### src/rtl/skid_pkg.sv
// Shared types for the two-entry skid buffer.
package skid_pkg;

  localparam int unsigned STATE_W = 2;

  typedef enum logic [STATE_W-1:0] {
    EMPTY = 2'd0,
    BUSY  = 2'd1,
    FULL  = 2'd2
  } state_t;

  // Occupancy encoding matches the state encoding, so count is the state itself.
  localparam logic [STATE_W-1:0] CNT_EMPTY = 2'd0;
  localparam logic [STATE_W-1:0] CNT_BUSY  = 2'd1;
  localparam logic [STATE_W-1:0] CNT_FULL  = 2'd2;

  function automatic logic [STATE_W-1:0] state_to_count(input state_t s);
    return STATE_W'(s);
  endfunction

endpackage

### src/rtl/data_reg.sv
// Parameterised enable register with synchronous active-high clear.
module data_reg #(
  parameter int unsigned WIDTH = 8
) (
  input  logic             clk,
  input  logic             reset,
  input  logic             en_i,
  input  logic [WIDTH-1:0] d_i,
  output logic [WIDTH-1:0] q_o
);

  logic [WIDTH-1:0] data_q;

  // Load on enable, clear on reset.
  always_ff @(posedge clk) begin
    if (reset) begin
      data_q <= '0;
    end else if (en_i) begin
      data_q <= d_i;
    end
  end

  assign q_o = data_q;

endmodule

### src/rtl/skid_buffer.sv
// Two-entry valid/ready skid buffer; all handshake outputs come straight from flops.
module skid_buffer
  import skid_pkg::*;
#(
  parameter int unsigned WIDTH = 8
) (
  input  logic             clk,
  input  logic             reset,
  input  logic             flush,
  input  logic             in_valid,
  output logic             in_ready,
  input  logic [WIDTH-1:0] in_data,
  output logic             out_valid,
  input  logic             out_ready,
  output logic [WIDTH-1:0] out_data,
  output logic [1:0]       count
);

  state_t           state_q, state_d;
  logic             in_ready_q, in_ready_d;
  logic             out_valid_q, out_valid_d;
  logic             main_en, skid_en, main_from_skid;
  logic [WIDTH-1:0] main_d, main_q, skid_q;

  // Next state and register load strobes; flush overrides every handshake.
  always_comb begin
    state_d        = state_q;
    main_en        = 1'b0;
    skid_en        = 1'b0;
    main_from_skid = 1'b0;
    if (flush) begin
      state_d = EMPTY;
    end else begin
      case (state_q)
        EMPTY: begin
          if (in_valid) begin
            main_en = 1'b1;
            state_d = BUSY;
          end
        end
        BUSY: begin
          if (in_valid && out_ready) begin
            main_en = 1'b1;
          end else if (in_valid) begin
            skid_en = 1'b1;
            state_d = FULL;
          end else if (out_ready) begin
            state_d = EMPTY;
          end
        end
        FULL: begin
          if (out_ready) begin
            main_en        = 1'b1;
            main_from_skid = 1'b1;
            state_d        = BUSY;
          end
        end
        default: begin
          state_d = EMPTY;
        end
      endcase
    end
    in_ready_d  = (state_d != FULL);
    out_valid_d = (state_d != EMPTY);
  end

  // State and handshake flops; reset wins over flush and handshakes.
  always_ff @(posedge clk) begin
    if (reset) begin
      state_q     <= EMPTY;
      in_ready_q  <= 1'b1;
      out_valid_q <= 1'b0;
    end else begin
      state_q     <= state_d;
      in_ready_q  <= in_ready_d;
      out_valid_q <= out_valid_d;
    end
  end

  assign main_d = main_from_skid ? skid_q : in_data;

  data_reg #(.WIDTH(WIDTH)) u_main (
    .clk   (clk),
    .reset (reset),
    .en_i  (main_en),
    .d_i   (main_d),
    .q_o   (main_q)
  );

  data_reg #(.WIDTH(WIDTH)) u_skid (
    .clk   (clk),
    .reset (reset),
    .en_i  (skid_en),
    .d_i   (in_data),
    .q_o   (skid_q)
  );

  assign in_ready  = in_ready_q;
  assign out_valid = out_valid_q;
  assign out_data  = main_q;
  assign count     = state_to_count(state_q);

endmodule

### config.mk
export PLATFORM = sky130hd
export DESIGN_NAME = skid_buffer
export DESIGN_NICKNAME = d
export VERILOG_FILES = /design/src/rtl/skid_pkg.sv /design/src/rtl/data_reg.sv /design/src/rtl/skid_buffer.sv
export SDC_FILE = /design/constraint.sdc
export NUM_CORES = 1
export LEC_CHECK = 0
export ABC_CLOCK_PERIOD_IN_PS = 1600
export BUFFER_PORTS_ARGS = -buffer_cell sky130_fd_sc_hd__buf_2
export CAP_MARGIN = 10
export CORE_UTILIZATION = 32
export CTS_BUF_LIST = sky130_fd_sc_hd__clkbuf_8
export DETAILED_ROUTE_END_ITERATION = 10
export PLACE_DENSITY = 0.62
export SYNTH_ARGS = -nofsm -noshare
export SYNTH_HDL_FRONTEND = slang
export SYNTH_HIERARCHICAL = 1
export SYNTH_SLANG_ARGS = --single-unit
### constraint.sdc
create_clock -name clk -period 1.6 [get_ports clk]
set_input_delay 0.24 -clock clk [delete_from_list [all_inputs] [get_ports clk]]
set_output_delay 0.24 -clock clk [all_outputs]
set_load 0.1 [all_outputs]
### Yosys cells after proc, flatten, opt, wreduce, memory -nomap -nowiden

Index checks and enable logic that the tools add are counted.

| cells by class | value |
|---|---|
| equality and inequality tests | 3 |
| muxes and demuxes | 18 |
| reductions and logical operators | 3 |

Operators by type and width:

| operator | number |
|---|---|
| 2-bit 2-to-1 mux | 6 |
| 1-bit 2-to-1 mux | 9 |
| 8-bit 2-to-1 mux | 1 |
| 2-bit one-hot mux with 3 select lines | 1 |
| 1-bit one-hot mux with 3 select lines | 1 |
| 2-bit by 1-bit equality test with 1-bit output (second input constant) | 1 |
| 2-bit equality test (second input constant) | 1 |
| 2-bit zero test | 1 |
| 2-bit inequality test (second input constant) | 1 |
| 2-bit nonzero test | 1 |
| 1-bit logical AND | 1 |

| storage, ports and cells | value |
|---|---|
| bits in registers | 20 |
| bits of input ports | 13 |
| output and inout port bits | 12 |
| word-level logic and storage cells | 29 |

### Depth between registers and ports, before layout

| depth | value |
|---|---|
| word-level depth | 6 |
| depth in mapped cells | 6 |
| depth with buffers taken out | 5 |

### Cells and area by module

Netlist, hierarchy kept.

Modules (own cells, without submodules):

| module | instances | cells each | area each (um2) | seq. area each (um2) |
|---|---|---|---|---|
| data_reg | 2 | 26 | 285.3 | 160.2 |
| skid_buffer | 1 | 29 | 291.5 | 80.1 |

### Least setup slack after synthesis

Ideal clock, no wire load.

| path | value |
|---|---|
| kind | flip-flop to flip-flop |
| start point | register state_q[1], in the netlist count[1] |
| end point | register u_main.data_q[0], in the netlist u_main/q_o[0] |
| library setup time | 0.124 ns |
| data arrival time | 2.061 ns |
| required time | 1.476 ns |
| setup slack | -0.585 ns |
| stages on the path, launching flop included | 6 |
| buffers on the path | 0 |
| clock period less this slack | 2.185 ns |
| path through | dfxtp_1 nand3b_1 nor2_4 mux2_2 mux2i_1 nor2_1 |

| on the way | value |
|---|---|
| word-level cells in the longest chain between the ends | 4 |
| elaborated cells between the ends (all ways) | 8 |
| classes of those cells | eq/ne: 2; mux: 5; reduce/logical: 1 |

Ends and longest elaborated chain:

| element | RTL line | text |
|---|---|---|
| start: declaration | skid_buffer.sv:19 | `state_t state_q, state_d;` |
| start signal: assignment | skid_buffer.sv:74 | `state_q <= state_d;` |
| 2-bit equality test | skid_buffer.sv:34 | `case (state_q)` |
| 1-bit 2-to-1 mux | skid_buffer.sv:34 |  |
| 1-bit 2-to-1 mux | skid_buffer.sv:31 | `if (flush) begin` |
| 8-bit 2-to-1 mux | skid_buffer.sv:80 | `assign main_d = main_from_skid ? skid_q : in_data;` |
| named net main_d[0] | skid_buffer.sv:23 | `logic [WIDTH-1:0] main_d, main_q, skid_q;` |
| end signal: assignment | data_reg.sv:19 | `data_q <= d_i;` |
| end: declaration | data_reg.sv:12 | `logic [WIDTH-1:0] data_q;` |

The timed path passes the listed nets, and every way through them passes these cells.
A chain may end at the register's enable or synchronous reset.

### Worst setup path in the final report

| path | value |
|---|---|
| start point | register state_q[0], in the netlist count[0] |
| end point | register u_main.data_q[4], in the netlist u_main/q_o[4] |

Same word-level chain as after synthesis.

==> qor.yml <==
cts_hold_buf: 0
reg2regPathDepth: 6
cts.root.buffer_cell: "clkbuf_8"
rows: 18
period_minus_slack_ns: 1.525
crit_path_end_kind: "flip-flop"
place.gp.congestion: 0.8039
avgSynthCellArea_um2: 10.64
hp-start: "out_ready"
io-pin-count: 25
top_usage_layer: "met2"
r2r_slack_ns: 0.07
tns_ns: 0
irDropWorstVdd_mv: 0.6433
tightest_slew_ns: 0.4901
leakagePower_nw: 0.4665
ctsHtreeMaxLevel: 1
power_density_nw_per_um2: 1083
relSlewSlack_pct: 67.55
syn-num-nets: 94
yosysWarnings: 6
reg2reg_to: "u_main/q_o[4]"
core_area_um2: 2522
final_nets: 121
cts_inserted_buffers: 3
clk_pin_slew_ns: 0.07
worstSkewPairLatency_ns: 0.26
status: "complete, no violations"
hold_viol: 0
ant_nets: 0
grt_use_met2_pct: 18.11
crit_required_ns: 1.74
setup.worst_path.start_class: "flip-flop"
postSynthRegisterBits: 20
cts_tree: "built"
finClkSkew_ns: 0.004583
track_usage_pct: 12.59
hold_end: "count[1]"
slew_violations: 0
syn_area_um2: 862.1
synth_cell_type_count: 22
dr_total_vias: 638
hold_slack_ns: 0.2044
diodes: 0
wl_per_cell_um: 11.91
drv_cap: 0
r2r_start: "count[0]"
fmax_ghz: 0.6556
grtUsageMet1_pct: 15.75
grt_pass1_wl_um: 2525
first_pass_iters: 3
die_h_um: 53.91
die_area_um2: 2906
grt_max_degree: 21
grtUsageMet3_pct: 4.237
arrival_ns: 1.67
viasPerCell: 4.657
syn2layout_area_growth_pct: 28.88
whs_path_depth: 2
cts.sinks: 20
hpwl_um: 1131
drive_above_1_share_pct: 40.19
setup_viol: 0
grt.overflow.total: 0
grt_antenna_before_repair: 0
synthCells: 81
cts_buffer_depth: 2
hold_path.class: "primary input to flip-flop"
drtIter0Drc: 10
route.detailed.drc: 0
start_util_pct: 34.18
min_period_over_period_pct: 95.33
die_x_um: 53.91
wl_um: 1632
io_buffers: 24
ys_seq_area_share_pct: 46.44
crit_fanout: 8
worstSetupPathType: "flip-flop to flip-flop"
grt_pass1_vias: 570
-- critical path, stage by stage, from the launching register on --
cell and delay [ns]:
dfxtp_4 0.36, nand3b_1 0.24, nor2_4 0.16, buf_12 0.14, mux2_2 0.33, mux2i_1 0.13
nor2_1 0.05
-- worst max-delay path by stage --
stage / startpoint / endpoint / slack, ns / depth (start not counted)
4_1_cts: count[0] / u_main/q_o[6] / 0.07 / 5
6_report: count[0] / u_main/q_o[4] / 0.07 / 6
3_5_place_dp: count[0] / u_main/q_o[6] / 0.07 / 5
5_1_grt: count[0] / u_main/q_o[5] / -0.02 / 6
2_1_floorplan: count[1] / u_main/q_o[0] / 0.009 / 5
3_3_place_gp: count[0] / u_main/q_o[3] / 0.09 / 5
-- per-layer routing --
metal | wire, um | share of wire, %
met1 | 811 | 50
met5 | 0 | 0
met2 | 698 | 43
met4 | 27 | 1.7
met3 | 94 | 5.8
-- synthesized netlist by cell type, drive strengths merged --
cell / number / area, um^2
nor3: 1 / 5.000
nand3b: 1 / 7.510
clkbuf: 1 / 3.750
a211oi: 1 / 7.510
dfxtp: 20 / 400.4
a2111oi: 1 / 10.01
nand2: 2 / 7.510
buf: 4 / 30.03
a2111o: 1 / 11.26
a311oi: 1 / 8.760
a21oi: 1 / 5.000
mux2i: 16 / 160.2
or3: 1 / 6.260
mux2: 8 / 90.09
nor2b: 1 / 6.260
inv: 1 / 3.750
nor2: 17 / 71.32
nand2b: 2 / 20.02
a21o: 1 / 7.510
-- state kept, by name (all words and copies together) (netlist names) --
name        flops
in_ready        1
u_main/q_o      8
out_valid       1
u_skid/q_o      8
count           2
-- cell families (layout without fill, tap and decap cells) --
family | after synthesis | in the layout | synth area share, %
buf+inv | 6 | 32 | 4.353
compound gates | 6 | 6 | 5.806
flops | 20 | 20 | 46.44
simple gates | 25 | 25 | 14.37
mux | 24 | 24 | 29.03
-- cell usage in the layout, fill, tap and decap left out, types with 2 or more instances in the layout --
master,instances
buf_2,24
dfxtp_1,18
mux2i_1,16
nor2_1,16
mux2_2,5
mux2_4,3
clkbuf_8,3
nand2_1,2
dfxtp_4,2
buf_4,2
-- power by group --
group	internal, mW	switching [mW]	total [mW]
Sequential	0.509	0.00799	0.517
Combinational	0.0511	0.137	0.188
Clock	0.334	0.164	0.498
-- layout make-up --
class | instances | area (um^2)
Clock buffer | 3 | 41.29
Fill cell | 261 | 1411
Sequential cell | 20 | 407.9
Tap cell | 30 | 37.54
Clock inverter | 1 | 30.03
Inverter | 1 | 3.754
Multi-Input combinational cell | 55 | 435.4
Timing Repair Buffer | 27 | 155.1
-- per-stage QoR --
stage	total power, mW	std cells	setup WS (ns)	cell area [um^2]	utilization [%]
4_1_cts	1.220	136	0.06554	1080	42.81
2_1_floorplan	0.6762	81	0.009485	869.6	-
3_3_place_gp	0.7122	132	0.09376	1008	39.98
6_report	1.204	137	0.07478	1111	44.05
5_1_grt	1.250	137	-0.02382	1111	44.05
3_5_place_dp	0.7138	132	0.06903	1008	39.98
-- timing repair --
action / CTS / global route
gates resized for setup: 0 / 3
setup endpoints to repair: 0 / 4
buffers inserted: 0 / 1
Note: power is estimated with default switching activity, not from simulation.
